[config.mk]
export PLATFORM = sky130hd
export DESIGN_NAME = snes_frame_queue_flat
export DESIGN_NICKNAME = d
export VERILOG_FILES = /design/src/rtl/snes_frame_queue_pkg.sv /design/src/rtl/snes_frame_queue_if.sv /design/src/rtl/snes_frame_queue_fifo.sv /design/src/rtl/snes_frame_queue.sv /design/src/flat_wrapper.sv
export SDC_FILE = /design/constraint.sdc
export NUM_CORES = 2
export LEC_CHECK = 0
export CORE_ASPECT_RATIO = 2
export CORE_MARGIN = 4
export CORE_UTILIZATION = 25
export CTS_BUF_LIST = sky130_fd_sc_hd__clkbuf_4
export DETAILED_ROUTE_END_ITERATION = 10
export GPL_ROUTABILITY_DRIVEN = 0
export GPL_TIMING_DRIVEN = 0
export SETUP_SLACK_MARGIN = 0.15
export SLEW_MARGIN = 5
export SYNTH_ARGS = -nofsm -noshare
export SYNTH_HDL_FRONTEND = slang
export SYNTH_SLANG_ARGS = --single-unit
[constraint.sdc]
create_clock -name clk -period 3.5 [get_ports clk]
set_input_delay 0.7 -clock clk [delete_from_list [all_inputs] [get_ports clk]]
set_output_delay 0.7 -clock clk [all_outputs]
set_load 0.005 [all_outputs]
[src/rtl/snes_frame_queue_pkg.sv]
// Shared types for the controller frame queue: frame layout, idle pattern, FSM states.
package snes_pkg;

    localparam logic [31:0] IDLE_WORD = 32'hFFFF_FFFF;

    typedef struct packed {
        logic [31:0] w2;
        logic [31:0] w1;
        logic [31:0] w0;
    } frame_t;

    typedef enum logic {
        IDLE = 1'b0,
        RUN  = 1'b1
    } state_t;

    // Buttons are active-low, so all-ones means nothing pressed on any line.
    localparam frame_t IDLE_FRAME = '{w2: IDLE_WORD, w1: IDLE_WORD, w0: IDLE_WORD};

endpackage

[src/rtl/snes_frame_queue_if.sv]
// Host-side frame write channel: one 96-bit frame per valid/ready handshake.
interface snes_frame_queue_if;
    logic        wr_valid;
    logic        wr_ready;
    logic [31:0] wr_data0;
    logic [31:0] wr_data1;
    logic [31:0] wr_data2;

    modport master (
        output wr_valid,
        output wr_data0,
        output wr_data1,
        output wr_data2,
        input  wr_ready
    );

    modport slave (
        input  wr_valid,
        input  wr_data0,
        input  wr_data1,
        input  wr_data2,
        output wr_ready
    );
endinterface

[src/rtl/snes_frame_queue_fifo.sv]
// Purpose: DEPTH x 96-bit synchronous frame FIFO with flush.
// Latency: pushed frame visible at rd_frame the cycle after the push.
// Backpressure: push ignored when full, pop ignored when empty; no bypass.
module frame_fifo
    import snes_pkg::*;
#(
    parameter int unsigned DEPTH = 16
) (
    input  logic                   clk,
    input  logic                   rst_n,
    input  logic                   push,
    input  logic                   pop,
    input  logic                   flush,
    input  frame_t                 wr_frame,
    output frame_t                 rd_frame,
    output logic                   full,
    output logic                   empty,
    output logic [$clog2(DEPTH):0] level
);
    localparam int unsigned AW = $clog2(DEPTH);

    logic [AW-1:0] wr_ptr_q, wr_ptr_d;
    logic [AW-1:0] rd_ptr_q, rd_ptr_d;
    logic [AW:0]   count_q,  count_d;
    frame_t        mem_q [DEPTH];
    logic          push_ok;
    logic          pop_ok;

    assign full    = count_q[AW];
    assign empty   = (count_q == '0);
    assign level   = count_q;
    assign push_ok = push && !full && !flush;
    assign pop_ok  = pop && !empty && !flush;
    assign rd_frame = mem_q[rd_ptr_q];

    always_comb begin
        wr_ptr_d = wr_ptr_q;
        rd_ptr_d = rd_ptr_q;
        count_d  = count_q;
        if (flush) begin
            wr_ptr_d = '0;
            rd_ptr_d = '0;
            count_d  = '0;
        end else begin
            if (push_ok) wr_ptr_d = wr_ptr_q + 1'b1;
            if (pop_ok)  rd_ptr_d = rd_ptr_q + 1'b1;
            case ({push_ok, pop_ok})
                2'b10:   count_d = count_q + 1'b1;
                2'b01:   count_d = count_q - 1'b1;
                default: count_d = count_q;
            endcase
        end
    end

    always_ff @(posedge clk or negedge rst_n) begin
        if (!rst_n) begin
            wr_ptr_q <= '0;
            rd_ptr_q <= '0;
            count_q  <= '0;
        end else begin
            wr_ptr_q <= wr_ptr_d;
            rd_ptr_q <= rd_ptr_d;
            count_q  <= count_d;
        end
    end

    // Storage needs no reset: occupancy alone decides what is valid.
    always_ff @(posedge clk) begin
        if (push_ok) mem_q[wr_ptr_q] <= wr_frame;
    end

endmodule

[src/rtl/snes_frame_queue.sv]
// Purpose: buffers host controller frames and presents one per console latch.
// Latency: lat_in fall to new data is SYNC_STAGES+2 clk; arm start is 1 clk.
// Backpressure: wr_ready low when FIFO full or during flush; refused writes drop.
module snes_frame_queue
    import snes_pkg::*;
#(
    parameter int unsigned DEPTH       = 16,
    parameter int unsigned SYNC_STAGES = 2
) (
    input  logic                   clk,
    input  logic                   rst_n,
    input  logic                   arm,
    input  logic                   flush,
    snes_frame_queue_if.slave      wr,
    input  logic                   lat_in,
    output logic [31:0]            data0,
    output logic [31:0]            data1,
    output logic [31:0]            data2,
    output logic [$clog2(DEPTH):0] level,
    output logic                   running,
    output logic                   underflow,
    output logic [15:0]            underflow_cnt
);
    logic [SYNC_STAGES-1:0] sync_q, sync_d;
    logic                   lat_prev_q, lat_prev_d;
    logic                   lat_fall_q, lat_fall_d;
    state_t                 state_q, state_d;
    frame_t                 data_q, data_d;
    logic                   underflow_q, underflow_d;
    logic [15:0]            ucnt_q, ucnt_d;

    frame_t                 wr_frame;
    frame_t                 head;
    logic                   push;
    logic                   pop;
    logic                   fifo_full;
    logic                   fifo_empty;

    assign wr_frame    = '{w2: wr.wr_data2, w1: wr.wr_data1, w0: wr.wr_data0};
    assign wr.wr_ready = !fifo_full && !flush;
    assign push        = wr.wr_valid && wr.wr_ready;

    frame_fifo #(.DEPTH(DEPTH)) u_fifo (
        .clk      (clk),
        .rst_n    (rst_n),
        .push     (push),
        .pop      (pop),
        .flush    (flush),
        .wr_frame (wr_frame),
        .rd_frame (head),
        .full     (fifo_full),
        .empty    (fifo_empty),
        .level    (level)
    );

    // The flag is registered so the controller stage has already captured the
    // outgoing frame on lat before we replace it.
    always_comb begin
        sync_d     = {sync_q[SYNC_STAGES-2:0], lat_in};
        lat_prev_d = sync_q[SYNC_STAGES-1];
        lat_fall_d = lat_prev_q && !sync_q[SYNC_STAGES-1];
    end

    always_comb begin
        state_d     = state_q;
        data_d      = data_q;
        underflow_d = underflow_q;
        ucnt_d      = ucnt_q;
        pop         = 1'b0;
        if (flush) begin
            state_d     = IDLE;
            data_d      = IDLE_FRAME;
            underflow_d = 1'b0;
        end else begin
            case (state_q)
                IDLE: begin
                    if (arm && !fifo_empty) begin
                        pop     = 1'b1;
                        data_d  = head;
                        state_d = RUN;
                    end
                end
                RUN: begin
                    if (!arm) begin
                        state_d = IDLE;
                        data_d  = IDLE_FRAME;
                    end else if (lat_fall_q) begin
                        if (!fifo_empty) begin
                            pop    = 1'b1;
                            data_d = head;
                        end else begin
                            data_d      = IDLE_FRAME;
                            underflow_d = 1'b1;
                            if (ucnt_q != 16'hFFFF) ucnt_d = ucnt_q + 16'd1;
                        end
                    end
                end
                default: begin
                    state_d = IDLE;
                    data_d  = IDLE_FRAME;
                end
            endcase
        end
    end

    always_ff @(posedge clk or negedge rst_n) begin
        if (!rst_n) begin
            sync_q      <= '0;
            lat_prev_q  <= 1'b0;
            lat_fall_q  <= 1'b0;
            state_q     <= IDLE;
            data_q      <= IDLE_FRAME;
            underflow_q <= 1'b0;
            ucnt_q      <= '0;
        end else begin
            sync_q      <= sync_d;
            lat_prev_q  <= lat_prev_d;
            lat_fall_q  <= lat_fall_d;
            state_q     <= state_d;
            data_q      <= data_d;
            underflow_q <= underflow_d;
            ucnt_q      <= ucnt_d;
        end
    end

    assign data0         = data_q.w0;
    assign data1         = data_q.w1;
    assign data2         = data_q.w2;
    assign running       = (state_q == RUN);
    assign underflow     = underflow_q;
    assign underflow_cnt = ucnt_q;

endmodule

[src/flat_wrapper.sv]
// flat-port wrapper written by rule: the top's interface ports become plain ports
module snes_frame_queue_flat import snes_pkg::*;
#(
    parameter int unsigned DEPTH       = 16,
    parameter int unsigned SYNC_STAGES = 2
)
  (clk, rst_n, arm, flush, lat_in, data0, data1, data2, level, running, underflow, underflow_cnt, wr_wr_valid, wr_wr_data0, wr_wr_data1, wr_wr_data2, wr_wr_ready);
  snes_frame_queue_if wr_i ();
  input  logic clk;
  input  logic rst_n;
  input  logic arm;
  input  logic flush;
  input  logic lat_in;
  output logic [31:0] data0;
  output logic [31:0] data1;
  output logic [31:0] data2;
  output logic [$clog2(DEPTH):0] level;
  output logic running;
  output logic underflow;
  output logic [15:0] underflow_cnt;
  input wire logic [$bits(wr_i.wr_valid)-1:0] wr_wr_valid;
  input wire logic [$bits(wr_i.wr_data0)-1:0] wr_wr_data0;
  input wire logic [$bits(wr_i.wr_data1)-1:0] wr_wr_data1;
  input wire logic [$bits(wr_i.wr_data2)-1:0] wr_wr_data2;
  output wire logic [$bits(wr_i.wr_ready)-1:0] wr_wr_ready;
  assign wr_i.wr_valid = wr_wr_valid;
  assign wr_i.wr_data0 = wr_wr_data0;
  assign wr_i.wr_data1 = wr_wr_data1;
  assign wr_i.wr_data2 = wr_wr_data2;
  assign wr_wr_ready = wr_i.wr_ready;
  snes_frame_queue #(.DEPTH(DEPTH), .SYNC_STAGES(SYNC_STAGES)) u_core (.clk(clk), .rst_n(rst_n), .arm(arm), .flush(flush), .wr(wr_i), .lat_in(lat_in), .data0(data0), .data1(data1), .data2(data2), .level(level), .running(running), .underflow(underflow), .underflow_cnt(underflow_cnt));
endmodule
==> impl_metrics.py <==
metrics = {
    "route": {
        "remaining_drc_errors": 0,
        "drt_pre_antenna_iters": 5,
        "route.vias.total": 31400,
        "wire_per_inst_um": 25.9,
        "starting_drc_count_in_detailed_routing": 2565,
        "ant_nets": 0,
        "drt-total-wl_mm": 177,
        "vias_per_cell": 4.58,
    },
    "logic_synthesis": {
        "synth_area_um2": 62400,
        "ys_seq_area_share_pct": 79.4,
        "yosysTopAreaCellShare_pct": 74.0,
        "synth_warnings": 0,
        "synth.avg_cell_area_um2": 23.4,
        "share_of_flip_flops_with_an_asynchronous_set_or_reset_pct": 7.86,
        "post_synth_num_cell_types": 50,
        "ys_dominant_reg_cell": "edfxtp_1",
        "ys_seq_elements": 1667,
        "synth.largest_area_cell": "edfxtp_1",
        "post_synth_main_area_contributors": "edfxtp_1 (74%), mux4_2 (14%), dfstp_2 (4.0%)",
        "syn-instance-count": 2664,
        "postSynthNetCount": 2776,
        "synth-edff-count": 1536,
    },
    "cells_and_area": {
        "final_net_count": 3403,
        "final_layout_size_suffix_gt1_share_pct": 33.3,
        "post-route-cell-area_um2": 74500,
        "finalCoreUtilization_pct": 30.0,
        "flow.area_growth_from_synthesis_pct": 19.5,
    },
    "floorplanning": {
        "rows": 259,
        "x_dimension_of_the_die_um": 361,
        "floorplan.initialDensity_pct": 25.1,
        "fp.dieH_um": 714,
        "ios": 222,
        "floorplan.die_area_um2": 258000,
        "core_region_area_um2": 249000,
    },
    "sta": {
        "worst_clock_skew_ns": 0.121,
        "worst_pin_slew_ns": 1.14,
        "timing_hold_violations_final": 0,
        "postLayoutSetupSlackWorst_ns": 0.167,
        "final_min_period_over_clock_period_pct": 95.2,
        "slew_violations": 0,
        "shortest_period_the_worst_path_allows_ns": 3.33,
        "grt_setup_unrepaired": "false",
        "worst_hold_slack_ns": 0.269,
        "fmaxAchievable_ghz": 0.300,
        "final-setup-viol-count": 0,
        "tightest_slew_margin_relative_to_the_limit_pct": 24.2,
    },
    "setup_path": {
        "crit_top_cell": "clkbuf_2",
        "worstSetupEndpointType": "register",
        "worst-path-buf-inv": 3,
        "slowest_stage": "a221oi_1",
        "criticalPathCategory": "register to register",
        "worst_setup_path_start_kind": "register",
        "crit_fanout": 10,
        "timing.critical_path.max_delay_family": "buffers and inverters",
        "timing.critical_path.cells": "clkbuf_1 > clkbuf_2 > clkbuf_2 > mux4_2 > a221oi_1 > a2bb2oi_1",
        "timing.critical_path.slowest_cell_delay_ns": 0.74,
        "critical_path_arrival_ns": 4.28,
        "cp_data_required_time_ns": 4.44,
    },
    "power": {
        "power_density_of_the_placed_cells_nw_per_um2": 607,
        "p_comb_share_pct": 15.6,
        "max-vdd-ir-drop_uv": 243,
        "total_switching_power_w": 0.0115,
        "power.total_w": 0.0452,
        "power.static_leakage_nw": 22.7,
        "p_clk_share_pct": 33.5,
        "netSwitchingFraction_pct": 25.5,
        "seq_power_share_pct": 51.0,
        "intPower_w": 0.0337,
    },
    "global_routing": {
        "number_of_global_route_vias_before_repair": 33700,
        "gr-total-overflow": 0,
        "grt_antenna_before_repair": 46,
        "grt_max_degree": 75,
        "grt.total_usage_pct": 13.4,
        "grt_pass1_wl_mm": 249,
    },
    "clocking": {
        "clk_root_buffer_cell": "clkbuf_4",
        "clk_lat_worst_skew_ns": 1.14,
        "cts.path.max_buffers": 4,
        "clock_tree_from_tritoncts": "yes",
        "clk_pin_slew_ns": 0.07,
        "tritoncts.num_buffers": 361,
        "clock_sinks": 1667,
        "cts-htree-levels": 5,
    },
    "placed_design": {
        "port-buffer-count": 220,
        "place.detailed.hpwl_mm": 112,
        "detailedPlace.worstSlack_ns": -0.613,
        "placement.cell_area_um2": 69600,
    },
    "job": {
        "timing.max_cap.violations": 0,
    },
    "status": {
        "outcome": "completed",
    },
    "hold_path": {
        "timing.hold.worst.class": "input pin to asynchronous set/reset pin",
    },
}
-- area by class of cell --
| cell class | instances | area [um2] |
|---|---|---|
| fill | 24000 | 174000 |
| sequential | 1667 | 49500 |
| multi-input combinational | 828 | 12200 |
| clock buffer | 554 | 4160 |
| tap | 3262 | 4080 |
| timing repair buffer | 263 | 3190 |
| buffer | 160 | 751 |
| clock inverter | 97 | 546 |
| antenna | 17 | 42.5 |
| inverter | 10 | 37.5 |
-- synthesized netlist by cell type, types with 8 or more instances --
library cell and number:
edfxtp_1 1536, mux4_2 384, clkbuf_1 104, a22oi_1 97, a221oi_1 96, a2bb2oi_1 96, dfstp_2 96, dfrtp_1 35
buf_2 33, buf_1 18, xor2_1 18, and2_1 17, nand2_1 12, inv_1 10, nor2_1 10, ha_1 9
nand3_1 8, nand4_1 8, nor3_1 8
-- cells in the final DEF, fill, tap and decap left out, types with 9 or more instances in the layout --
cell and instances:
dfrtp_1 35, a2bb2oi_1 96, xor2_1 18, dfstp_2 96, clkinv_2 12, ha_1 9
buf_16 26, a221oi_1 94, clkbuf_1 89, inv_1 10, and2_4 16, nand2_1 12
diode_2 17, a22oi_1 97, buf_1 10, clkinv_1 69, edfxtp_1 1536, clkbuf_4 554
buf_2 33, nor2_1 9, clkdlybuf4s15_2 9, buf_12 10, clkbuf_2 15, mux4_2 384
clkdlybuf4s50_1 219
-- routing by layer --
layer  global-route usage, %  vias up  wire length [um]
met5                       0        -               256
met4                    4.81       44              5480
met3                    4.13      351             14700
met2                    24.7     1187             95600
met1                    14.3    16800             61200
li1                        -    13100                 -
-- cell families after synthesis --
group           Yosys count  share of synthesized area [%]
simple gates             97                          0.929
fa+ha+maj                10                          0.213
mux                     387                           13.9
buf+inv                 170                           1.13
xor+xnor                 21                          0.295
compound gates          312                           4.11
flops                  1667                           79.4
-- path summary, 6_finish.rpt --
check	slack, ns	start	depth (start not counted)	end
worst max-delay path	0.17	u_core.u_fifo.rd_ptr_q[1]$_DFFE_PN0P_	6	u_core.data1[10]$_DFFE_PN1P_
worst min-delay path	0.27	rst_n	2	u_core.u_fifo.rd_ptr_q[2]$_DFFE_PN0P_
worst max register to register	0.17	u_core.u_fifo.rd_ptr_q[1]$_DFFE_PN0P_	6	u_core.data1[10]$_DFFE_PN1P_
worst min register to register	0.38	u_core.sync_q[0]$_DFF_PN0_	0	u_core.sync_q[1]$_DFF_PN0_
max in group asynchronous	2.23	rst_n	3	u_core.data2[10]$_DFFE_PN1P_
min in group clk	0.30	wr_wr_valid	3	u_core.u_fifo.level[4]$_DFFE_PN0P_
-- repair_timing --
action	4_1_cts	5_1_grt
pin swaps	1	1
resized for setup	32	8
setup buffers	3	0
cloned	0	1
setup endpoints to repair	100	18
endpoints found under the hold margin	53	0
hold buffers	3	0
-- state kept, by name (all words and copies together), names as in the netlist, 2 cells and up --
name / count
u_core.data0: 32
u_core.data1: 32
u_core.data2: 32
u_core.sync_q: 2
u_core.u_fifo.level: 5
u_core.u_fifo.mem_q: 1536
u_core.u_fifo.rd_ptr_q: 4
u_core.u_fifo.wr_ptr_q: 4
u_core.underflow_cnt: 16
-- power by group through the flow --
| stage | Combinational [W] | Clock, W | Sequential (W) |
|---|---|---|---|
| after floorplan | 0.00393 | 0 | 0.0234 |
| after global placement | 0.00703 | 0 | 0.0235 |
| after detailed placement | 0.00720 | 0 | 0.0235 |
| after CTS | 0.00726 | 0.0156 | 0.0231 |
| after global routing | 0.00753 | 0.0166 | 0.0231 |
| final | 0.00703 | 0.0151 | 0.0231 |
-- worst reg2reg max path, cell delays in order, from the launching register on --
cell	delay (ns)
dfrtp_1	0.35
clkbuf_1	0.48
clkbuf_2	0.63
clkbuf_2	0.44
mux4_2	0.36
a221oi_1	0.74
a2bb2oi_1	0.17
-- metrics by stage --
step	setup TNS, ns	instances
floorplan	0	2664
global placement	-3417.22	6146
detailed placement	-122.80	6183
CTS	0	6840
global route	0	6846
finish	0	6858
Note: power is estimated with default switching activity, not from simulation.
